### src/rtl/instr_queue_pkg.sv
// ============================================================================
// instr_queue_pkg : shared fetch/decode widths and the queue entry record
// Rev 1.0
// ============================================================================
`default_nettype none

package instr_queue_pkg;

  localparam int XLEN    = 64;
  localparam int INSTR_W = 32;

  typedef struct packed {
    logic [INSTR_W-1:0] instr;
    logic [XLEN-1:0]    pc;
  } iq_entry_t;

endpackage

`default_nettype wire

### src/rtl/instr_queue_if.sv
// ============================================================================
// instr_queue_if : fetch-side push, decode-side pop, flush and occupancy
// Rev 1.0
// ============================================================================
`default_nettype none

interface instr_queue_if #(
  parameter int XLEN  = instr_queue_pkg::XLEN,
  parameter int DEPTH = 4
);

  localparam int CNT_W = $clog2(DEPTH) + 1;

  logic                                ifu_instrValid;
  logic [instr_queue_pkg::INSTR_W-1:0] ifu_instr;
  logic [XLEN-1:0]                     ifu_pc;
  logic                                ifu_ready;
  logic                                idu_valid;
  logic [instr_queue_pkg::INSTR_W-1:0] idu_instr;
  logic [XLEN-1:0]                     idu_pc;
  logic                                idu_ready;
  logic                                flush;
  logic [CNT_W-1:0]                    count;

  modport master (
    output ifu_instrValid, ifu_instr, ifu_pc, idu_ready, flush,
    input  ifu_ready, idu_valid, idu_instr, idu_pc, count
  );

  modport slave (
    input  ifu_instrValid, ifu_instr, ifu_pc, idu_ready, flush,
    output ifu_ready, idu_valid, idu_instr, idu_pc, count
  );

endinterface

`default_nettype wire

### src/rtl/instr_queue_sync_fifo.sv
// ============================================================================
// sync_fifo : generic circular FIFO with occupancy counter and sync clear
// Rev 1.0
// ============================================================================
`default_nettype none

module dff_en #(
  parameter int WIDTH = 1
) (
  input  wire logic             clk,
  input  wire logic             rst,
  input  wire logic             en,
  input  wire logic [WIDTH-1:0] d,
  output logic      [WIDTH-1:0] q
);

  always_ff @(posedge clk or negedge rst) begin
    if (!rst)
      q <= '0;
    else if (en)
      q <= d;
  end

endmodule

module sync_fifo #(
  parameter int WIDTH = 8,
  parameter int DEPTH = 4
) (
  input  wire logic                     clk,
  input  wire logic                     rst,
  input  wire logic                     clr,
  input  wire logic                     push,
  input  wire logic                     pop,
  input  wire logic [WIDTH-1:0]         wdata,
  output logic      [WIDTH-1:0]         rdata,
  output logic                          full,
  output logic                          empty,
  output logic      [$clog2(DEPTH):0]   count
);

  import instr_queue_pkg::*;

  localparam int AW = $clog2(DEPTH);
  localparam int CW = AW + 1;

  logic [WIDTH-1:0] r_mem [DEPTH];
  logic [AW-1:0]    r_wr_ptr, r_rd_ptr;
  logic [AW-1:0]    w_wr_ptr_nxt, w_rd_ptr_nxt;
  logic [CW-1:0]    r_cnt, w_cnt_nxt;
  logic             w_push, w_pop;
  logic             w_wr_en, w_rd_en, w_cnt_en;

  assign full  = (r_cnt == CW'(DEPTH));
  assign empty = (r_cnt == '0);
  assign count = r_cnt;
  assign rdata = r_mem[r_rd_ptr];

  // Clear wins over any same-cycle push or pop.
  assign w_push = push & ~full  & ~clr;
  assign w_pop  = pop  & ~empty & ~clr;

  assign w_wr_en  = clr | w_push;
  assign w_rd_en  = clr | w_pop;
  assign w_cnt_en = clr | (w_push ^ w_pop);

  always_comb begin
    w_wr_ptr_nxt = clr ? '0 : r_wr_ptr + 1'b1;
    w_rd_ptr_nxt = clr ? '0 : r_rd_ptr + 1'b1;
    w_cnt_nxt    = r_cnt;
    if (clr)
      w_cnt_nxt = '0;
    else if (w_push)
      w_cnt_nxt = r_cnt + 1'b1;
    else
      w_cnt_nxt = r_cnt - 1'b1;
  end

  dff_en #(.WIDTH(AW)) u_wr_ptr (.clk(clk), .rst(rst), .en(w_wr_en),  .d(w_wr_ptr_nxt), .q(r_wr_ptr));
  dff_en #(.WIDTH(AW)) u_rd_ptr (.clk(clk), .rst(rst), .en(w_rd_en),  .d(w_rd_ptr_nxt), .q(r_rd_ptr));
  dff_en #(.WIDTH(CW)) u_cnt    (.clk(clk), .rst(rst), .en(w_cnt_en), .d(w_cnt_nxt),    .q(r_cnt));

  always_ff @(posedge clk) begin
    if (w_push)
      r_mem[r_wr_ptr] <= wdata;
  end

endmodule

`default_nettype wire

### src/rtl/instr_queue.sv
// ============================================================================
// instr_queue : fetch-to-decode instruction buffer with flush
// Rev 1.0
// ============================================================================
`default_nettype none

module instr_queue
  import instr_queue_pkg::*;
#(
  parameter int XLEN  = instr_queue_pkg::XLEN,
  parameter int DEPTH = 4
) (
  input  wire logic     clk,
  input  wire logic     rst,
  instr_queue_if.slave  bus
);

  localparam int ENTRY_W = INSTR_W + XLEN;
  localparam int CNT_W   = $clog2(DEPTH) + 1;

  logic               w_push, w_pop, w_full, w_empty;
  logic [ENTRY_W-1:0] w_wdata, w_rdata;
  logic [CNT_W-1:0]   w_count;

  // Ready and valid decode only from registered occupancy, never from idu_ready.
  assign bus.ifu_ready = ~w_full;
  assign bus.idu_valid = ~w_empty;
  assign bus.count     = w_count;

  assign w_push  = bus.ifu_instrValid & ~w_full  & ~bus.flush;
  assign w_pop   = bus.idu_ready      & ~w_empty & ~bus.flush;
  assign w_wdata = {bus.ifu_instr, bus.ifu_pc};
  assign {bus.idu_instr, bus.idu_pc} = w_rdata;

  sync_fifo #(
    .WIDTH (ENTRY_W),
    .DEPTH (DEPTH)
  ) u_fifo (
    .clk   (clk),
    .rst   (rst),
    .clr   (bus.flush),
    .push  (w_push),
    .pop   (w_pop),
    .wdata (w_wdata),
    .rdata (w_rdata),
    .full  (w_full),
    .empty (w_empty),
    .count (w_count)
  );

endmodule

`default_nettype wire

### src/flat_wrapper.sv
// flat-port wrapper written by rule: the top's interface ports become plain ports
module instr_queue_flat import instr_queue_pkg::*;
#(
  parameter int XLEN  = instr_queue_pkg::XLEN,
  parameter int DEPTH = 4
)
  (clk, rst, bus_ifu_instrValid, bus_ifu_instr, bus_ifu_pc, bus_idu_ready, bus_flush, bus_ifu_ready, bus_idu_valid, bus_idu_instr, bus_idu_pc, bus_count);
  instr_queue_if #(.XLEN(XLEN), .DEPTH(DEPTH)) bus_i ();
  input  wire logic clk;
  input  wire logic rst;
  input wire logic [$bits(bus_i.ifu_instrValid)-1:0] bus_ifu_instrValid;
  input wire logic [$bits(bus_i.ifu_instr)-1:0] bus_ifu_instr;
  input wire logic [$bits(bus_i.ifu_pc)-1:0] bus_ifu_pc;
  input wire logic [$bits(bus_i.idu_ready)-1:0] bus_idu_ready;
  input wire logic [$bits(bus_i.flush)-1:0] bus_flush;
  output wire logic [$bits(bus_i.ifu_ready)-1:0] bus_ifu_ready;
  output wire logic [$bits(bus_i.idu_valid)-1:0] bus_idu_valid;
  output wire logic [$bits(bus_i.idu_instr)-1:0] bus_idu_instr;
  output wire logic [$bits(bus_i.idu_pc)-1:0] bus_idu_pc;
  output wire logic [$bits(bus_i.count)-1:0] bus_count;
  assign bus_i.ifu_instrValid = bus_ifu_instrValid;
  assign bus_i.ifu_instr = bus_ifu_instr;
  assign bus_i.ifu_pc = bus_ifu_pc;
  assign bus_i.idu_ready = bus_idu_ready;
  assign bus_i.flush = bus_flush;
  assign bus_ifu_ready = bus_i.ifu_ready;
  assign bus_idu_valid = bus_i.idu_valid;
  assign bus_idu_instr = bus_i.idu_instr;
  assign bus_idu_pc = bus_i.idu_pc;
  assign bus_count = bus_i.count;
  instr_queue #(.XLEN(XLEN), .DEPTH(DEPTH)) u_core (.clk(clk), .rst(rst), .bus(bus_i));
endmodule
### config.mk
export PLATFORM = sky130hd
export DESIGN_NAME = instr_queue_flat
export DESIGN_NICKNAME = d
export VERILOG_FILES = /design/src/rtl/instr_queue_pkg.sv /design/src/rtl/instr_queue_if.sv /design/src/rtl/instr_queue_sync_fifo.sv /design/src/rtl/instr_queue.sv /design/src/flat_wrapper.sv
export SDC_FILE = /design/constraint.sdc
export NUM_CORES = 1
export LEC_CHECK = 0
export ABC_AREA = 1
export BUFFER_PORTS_ARGS = -buffer_cell sky130_fd_sc_hd__buf_4
export CORE_ASPECT_RATIO = 1.2
export CORE_UTILIZATION = 45
export CTS_CLUSTER_DIAMETER = 120
export DETAILED_ROUTE_END_ITERATION = 8
export PLACE_DENSITY = 0.77
export REMOVE_ABC_BUFFERS = 1
export SYNTH_ARGS = -nofsm -noshare
export SYNTH_HDL_FRONTEND = slang
export SYNTH_HIERARCHICAL = 1
export SYNTH_SLANG_ARGS = --single-unit
export TNS_END_PERCENT = 100
### constraint.sdc
create_clock -name clk -period 5.85 [get_ports clk]
set_clock_uncertainty 0.15 [all_clocks]
set_input_delay 1.17 -clock clk [delete_from_list [all_inputs] [get_ports clk]]
set_output_delay 1.17 -clock clk [all_outputs]
set_load 0.03 [all_outputs]
==> out/metrics.cfg, run 1 <==
[outcome]
outcome=completed

[synth]
synth_compound_area_frac=0.107
yosys-top-cells-area=edfxtp_1 (79%), nor2_1 (5.3%), o22ai_1 (4.1%), o21ai_0 (3.6%), o21ai_1 (3.0%)
ys_ff_latch=391
yosysSeqAreaShare=0.800
synth_area_leader_cell=edfxtp_1
synth_warnings=6
synth.distinct_cells=19
synth-async-reset-ratio=0.0179
synthSimpleGateAreaFrac=0.0620
synth_top_family_by_area=compound AO/OA/AOI/OAI gates
synth_common_cells=edfxtp_1 (384), nor2_1 (206), o21ai_0 (106)
synth_edf_count=384
synthMuxAreaShare=0
synthAdderAreaFrac=0.00479
synth-xor-area-share=0.000598
netlist_area_um2=14600
synth_ff_type=edfxtp_1
postSynthAreaPerCell_um2=14.5
synthCells=1012
yosysMostFrequentCell=edfxtp_1
synth_top_cell_area_share=0.788

[setup_path]
r2r_start=u_core/u_fifo/u_cnt/q[0]$_DFFE_PN0P_
crit_start=u_core/u_fifo/u_rd_ptr/q[0]$_DFFE_PN0P_
cp.required_ns=4.53
crit_arrival_ns=3.39
worst_r2r_path_depth=9
endpoint_kind=output pin
cp_max_fo=117
setup.worst_path.class=flop to output pin
critPathLaunchType=flop

[power_and_ir_drop]
clock_power_share=0.286
power.switching_mw=2.52
p_sw_frac=0.329
peakVddDrop_mv=0.369
combPwrFrac=0.283
p_leak_nw=6.14
seqPwrFrac=0.431
power_density_nw_per_um2=434
power_mw=7.66
p_int_mw=5.14

[sta]
worst_pin_slew_ns=1.02
min_period_over_period=0.805
setup_viol=0
post-route-min-period_ns=4.71
grt_setup_unrepaired=no
hold_violations=0
clock.fmax_mhz=212
maxSlewViolCount=0
slew_headroom=0.318
setup_ws_ns=1.14
whs_ns=0.293

[job]
cap_violations=0

[global_route]
overflow=0
antenna_found_initial=0
grt.total_usage=0.184
grt_max_degree=118
grt_pass1_wl_um=47500
grt_pass1_vias=8800

[hold_path]
hold_path_class=input pin to asynchronous set/reset pin

[clock_network]
holdBufCountCts=0
cts-resized-gates=0
htree_num_levels=2
clock-sinks=391
clk_path_buf_depth=3
cts_setup_buffers=0
clk_pin_slew_ns=0.06
cts_root_buf=clkbuf_16
clock_latency_ns=0.53
cts_buffers=37
tritoncts=yes

[layout]
diodes=0
final_cells=1634
final_nets=1308
layout-drive-gt1-share=0.225
fin_area_um2=17700
synthToLayoutAreaGrowth_pct=20.6

[die]
placement_rows=72
ios=202
initial_core_util=0.455
die_x_um=167
dieArea_um2=33300
coreArea_um2=32200
die_y_um=200

[place]
dp_slack_ns=1.65
dp.cells=1570
place_congestion=0.763
dp_hpwl_um=18300
portBuffers=201
place_area_um2=16500

[routing]
wire_per_inst_um=19.0
drt-pass1-iter-count=5
num_vias=8962
viasPerCell=5.48
drtIter0Drc=740
wl_um=31100
ant_nets=0
post-route-drc-count=0

[cell usage in the layout, fill, tap and decap left out, drive strengths merged]
cell type,instances
clkbuf,43
xnor2,1
a21oi,1
nand2,33
edfxtp,384
dfrtp,7
clkinv,20
inv,20
buf,214
o22ai,96
bufinv,1
o21ai,193
clkinvlp,1
nand3,2
nor2,206
ha,4
fa,1
[kinds of logic (layout without fill, tap and decap cells)]
group                    Yosys count  after routing
buffers and inverters             84            299
AND/OR/NAND/NOR                  241            241
XOR/XNOR                           1              1
adder cells (fa/ha/maj)            5              5
flip-flops                       391            391
AO/OA/AOI/OAI                    290            290
[path summary, 6_finish.rpt]
kind	end	slack [ns]
setup / recovery	bus_idu_pc[46]	1.14
hold / removal	u_core/u_fifo/u_cnt/q[2]$_DFFE_PN0P_	0.29
setup reg to reg	u_core/u_fifo/r_mem[0][12]$_DFFE_PP_	2.81
hold reg to reg	u_core/u_fifo/u_wr_ptr/q[1]$_DFFE_PN0P_	0.39
max in group asynchronous	u_core/u_fifo/u_rd_ptr/q[0]$_DFFE_PN0P_	5.12
min in group clk	u_core/u_fifo/u_wr_ptr/q[1]$_DFFE_PN0P_	0.39
[per-stage QoR]
step                      TNS, ns  utilization
after floorplan           -285.52            -
after global placement          0        0.515
after detailed placement        0        0.515
after CTS                       0        0.549
after global routing            0        0.549
final                           0        0.549
[power groups by stage]
| stage | Clock [mW] | Sequential (mW) | Combinational, mW |
|---|---|---|---|
| floorplan | 0 | 3.40 | 1.28 |
| global placement | 0 | 3.36 | 2.14 |
| detailed placement | 0 | 3.36 | 2.18 |
| CTS | 2.25 | 3.30 | 2.19 |
| global route | 2.35 | 3.32 | 2.32 |
| finish | 2.19 | 3.30 | 2.17 |
[final cells by class]
cell class,instances,area [um^2]
Clock buffer,43,970
Timing Repair Buffer,214,1660
Sequential cell,391,11700
Clock inverter,21,138
Fill cell,2558,14500
Multi-Input combinational cell,537,2590
Tap cell,407,509
Inverter,21,85.1
[worst max-delay path: stages (launching register included)]
cell and delay, ns:
dfrtp_4 0.78, inv_6 0.81, buf_4 0.57, o21ai_1 0.11
o22ai_1 0.25, buf_4 0.22
[flip-flops by register name (all words and copies together), names as in the netlist]
signal                    flops
u_core/u_fifo/r_mem         384
u_core/u_fifo/u_rd_ptr/q      2
u_core/u_fifo/u_wr_ptr/q      2
u_core/u_fifo/u_cnt/q         3
[layer usage]
layer  vias to the layer above  wire length [um]  share of wire  global-route usage
met3                        51              1960          0.063              0.0422
met5                         -                 0              0                   0
met1                      4427             12100           0.39               0.216
li1                       4161                 -              -                   -
met4                         0               692          0.022              0.0617
met2                       323             16400           0.53               0.334
No activity file was read; power rests on OpenSTA's default activity.
==> run 2: changes to the inputs <==
Settings changed: PLACE_DENSITY 0.77 to 0.75.
Clock period 5.85 ns to 4.4 ns, I/O delays scaled along.
==> out/metrics.cfg, run 2 (same netlist as run 1, synthesis figures left out) <==
[outcome]
outcome=completed

[global_route]
grt_pass1_vias=8751  ; -0.56%
grt_max_degree=197  ; +67%
overflow=0  ; unchanged
antenna_found_initial=0  ; unchanged
grt.total_usage=0.181  ; -0.00331
grt_pass1_wl_um=46500  ; -2.0%

[routing]
wire_per_inst_um=18.9  ; -0.92%
ant_nets=0  ; unchanged
drt-pass1-iter-count=5  ; unchanged
viasPerCell=5.43  ; -0.93%
drtIter0Drc=725  ; -2.0%
wl_um=31000  ; -0.44%
num_vias=8922  ; -0.45%
post-route-drc-count=0  ; unchanged

[power_and_ir_drop]
p_leak_nw=6.21  ; +1.3%
power_mw=10.5  ; +37%
power_density_nw_per_um2=589  ; +36%
peakVddDrop_mv=0.386  ; +4.4%

[layout]
top_regs=u_core/u_fifo/r_mem: 384 flops, u_core/u_fifo/u_cnt/q: 3 flops
fillers=2472  ; -3.4%
final_common_cell=edfxtp_1
regMostFlops=u_core/u_fifo/r_mem
layout-drive-gt1-share=0.232  ; +0.00664
synthToLayoutAreaGrowth_pct=22.0
layout_common_cells=edfxtp_1 (384), buf_4 (208), nor2_1 (202)
diodes=0  ; unchanged
final_nets=1312  ; +0.31%
largest_reg_flops=384  ; unchanged

[clock_network]
tritoncts=yes
cts_buffers=38  ; +2.7%
clk_path_buf_depth=3  ; unchanged
htree_num_levels=2  ; unchanged
cts_root_buf=clkbuf_16
clk_pin_slew_ns=0.06  ; about the same
clock_latency_ns=0.52  ; about the same
cts-resized-gates=0  ; unchanged
clock-sinks=391  ; unchanged

[setup_path]
cp_common_cell=buf_4
cpPeakStageDelay_ns=0.56  ; -0.25 ns
crit_slowest_cell=buf_4
critPathLaunchType=flop
path_cells=buf_4 -> buf_4 -> o21ai_0 -> o22ai_1 -> buf_4
setup.worst_path.class=flop to output pin
cp.required_ns=3.37  ; -1.16 ns
crit_arrival_ns=2.63  ; -0.76 ns
cp_max_fo=50  ; -57%
endpoint_kind=output pin

[die]
ios=202  ; unchanged
die_y_um=200  ; unchanged
coreArea_um2=32200  ; unchanged
placement_rows=72  ; unchanged
initial_core_util=0.455  ; unchanged
dieArea_um2=33300  ; unchanged
die_x_um=167  ; unchanged

[sta]
setup_viol=0  ; unchanged
slew_headroom=0.450  ; +0.132
hold_violations=0  ; unchanged
maxSlewViolCount=0  ; unchanged
worst_pin_slew_ns=0.824  ; -0.198 ns
clock.fmax_mhz=273
min_period_over_period=0.832
post-route-min-period_ns=3.66
setup_ws_ns=0.738  ; -0.404 ns
grt_setup_unrepaired=no

[job]
cap_violations=0  ; unchanged

[place]
dp_slack_ns=1.17  ; -0.486 ns
dp_hpwl_um=17100  ; -6.8%
portBuffers=201  ; unchanged
place_congestion=0.726  ; -4.8%

[hold_path]
hold_path_class=flop to flop

[run 2: cell count changes in the layout (fill, tap and decap cells not counted), moves of 2 or more]
cell / delta
buf_12: +4
buf_4: -2
bufinv_16: +3
clkbuf_1: -2
clkinv_2: -2
clkinvlp_4: +5
[run 2: worst paths after layout]
path | depth (start not counted) | slack, ns | endpoint | from
max reg2reg | 9 | 1.50 | u_core/u_fifo/r_mem[2][60]$_DFFE_PP_ | u_core/u_fifo/u_cnt/q[1]$_DFFE_PN0P_
max | 5 | 0.74 | bus_idu_pc[40] | u_core/u_fifo/u_rd_ptr/q[1]$_DFFE_PN0P_
min reg2reg | 2 | 0.38 | u_core/u_fifo/u_wr_ptr/q[1]$_DFFE_PN0P_ | u_core/u_fifo/u_wr_ptr/q[1]$_DFFE_PN0P_
min | 2 | 0.38 | u_core/u_fifo/u_wr_ptr/q[1]$_DFFE_PN0P_ | u_core/u_fifo/u_wr_ptr/q[1]$_DFFE_PN0P_
min in group asynchronous | 2 | 0.56 | u_core/u_fifo/u_cnt/q[0]$_DFFE_PN0P_ | rst
max in group asynchronous | 2 | 3.41 | u_core/u_fifo/u_rd_ptr/q[0]$_DFFE_PN0P_ | rst
[run 2: power breakdown]
part           switching, mW  internal [mW]  total, mW  leakage, nW
combinational           2.04          0.963       3.01         2.07
clock                   1.34           1.86       3.20        0.593
sequential            0.0526           4.25       4.31         3.55
total                   3.43           7.08       10.5         6.21
[run 2: cell type report]
cell class	count	area, um^2	share of cell area
well taps	407	509	0.0285
flip-flops and latches	391	11700	0.656
multi-input cells	537	2590	0.145
inverters	21	85.1	0.00476
clock inverters	27	253	0.0141
repair buffers	217	1730	0.0969
clock buffers	42	987	0.0553
[run 2: repair_timing]
action	4_1_cts	5_1_grt
buffers inserted	0	0
hold buffers	1	0
endpoints found under the hold margin	7	0
[run 2: metal layers]
metal	vias to the layer above	global-route usage	share of wire
met5	-	0	0
met4	0	0.0665	0.025
met3	58	0.0426	0.062
met2	295	0.322	0.51
met1	4388	0.214	0.40
li1	4181	-	-
[run 2: per-stage QoR]
stage,utilization,std cells,hold WS (ns),area (um^2),TNS [ns]
final,0.555,1642,0.381,17900,0
after global routing,0.555,1642,0.379,17900,0
after CTS,0.555,1642,0.376,17900,0
after detailed placement,0.517,1572,0.370,16600,0
after global placement,0.517,1572,0.365,16600,0
after floorplan,-,949,0.340,14300,-869.97
[run 2: worst max-delay path, delay by kind of cell (launching register included)]
kind	cells	cell delay [ns]
AO/OA/AOI/OAI	2	0.46
flip-flops	1	0.36
buffers and inverters	3	1.26
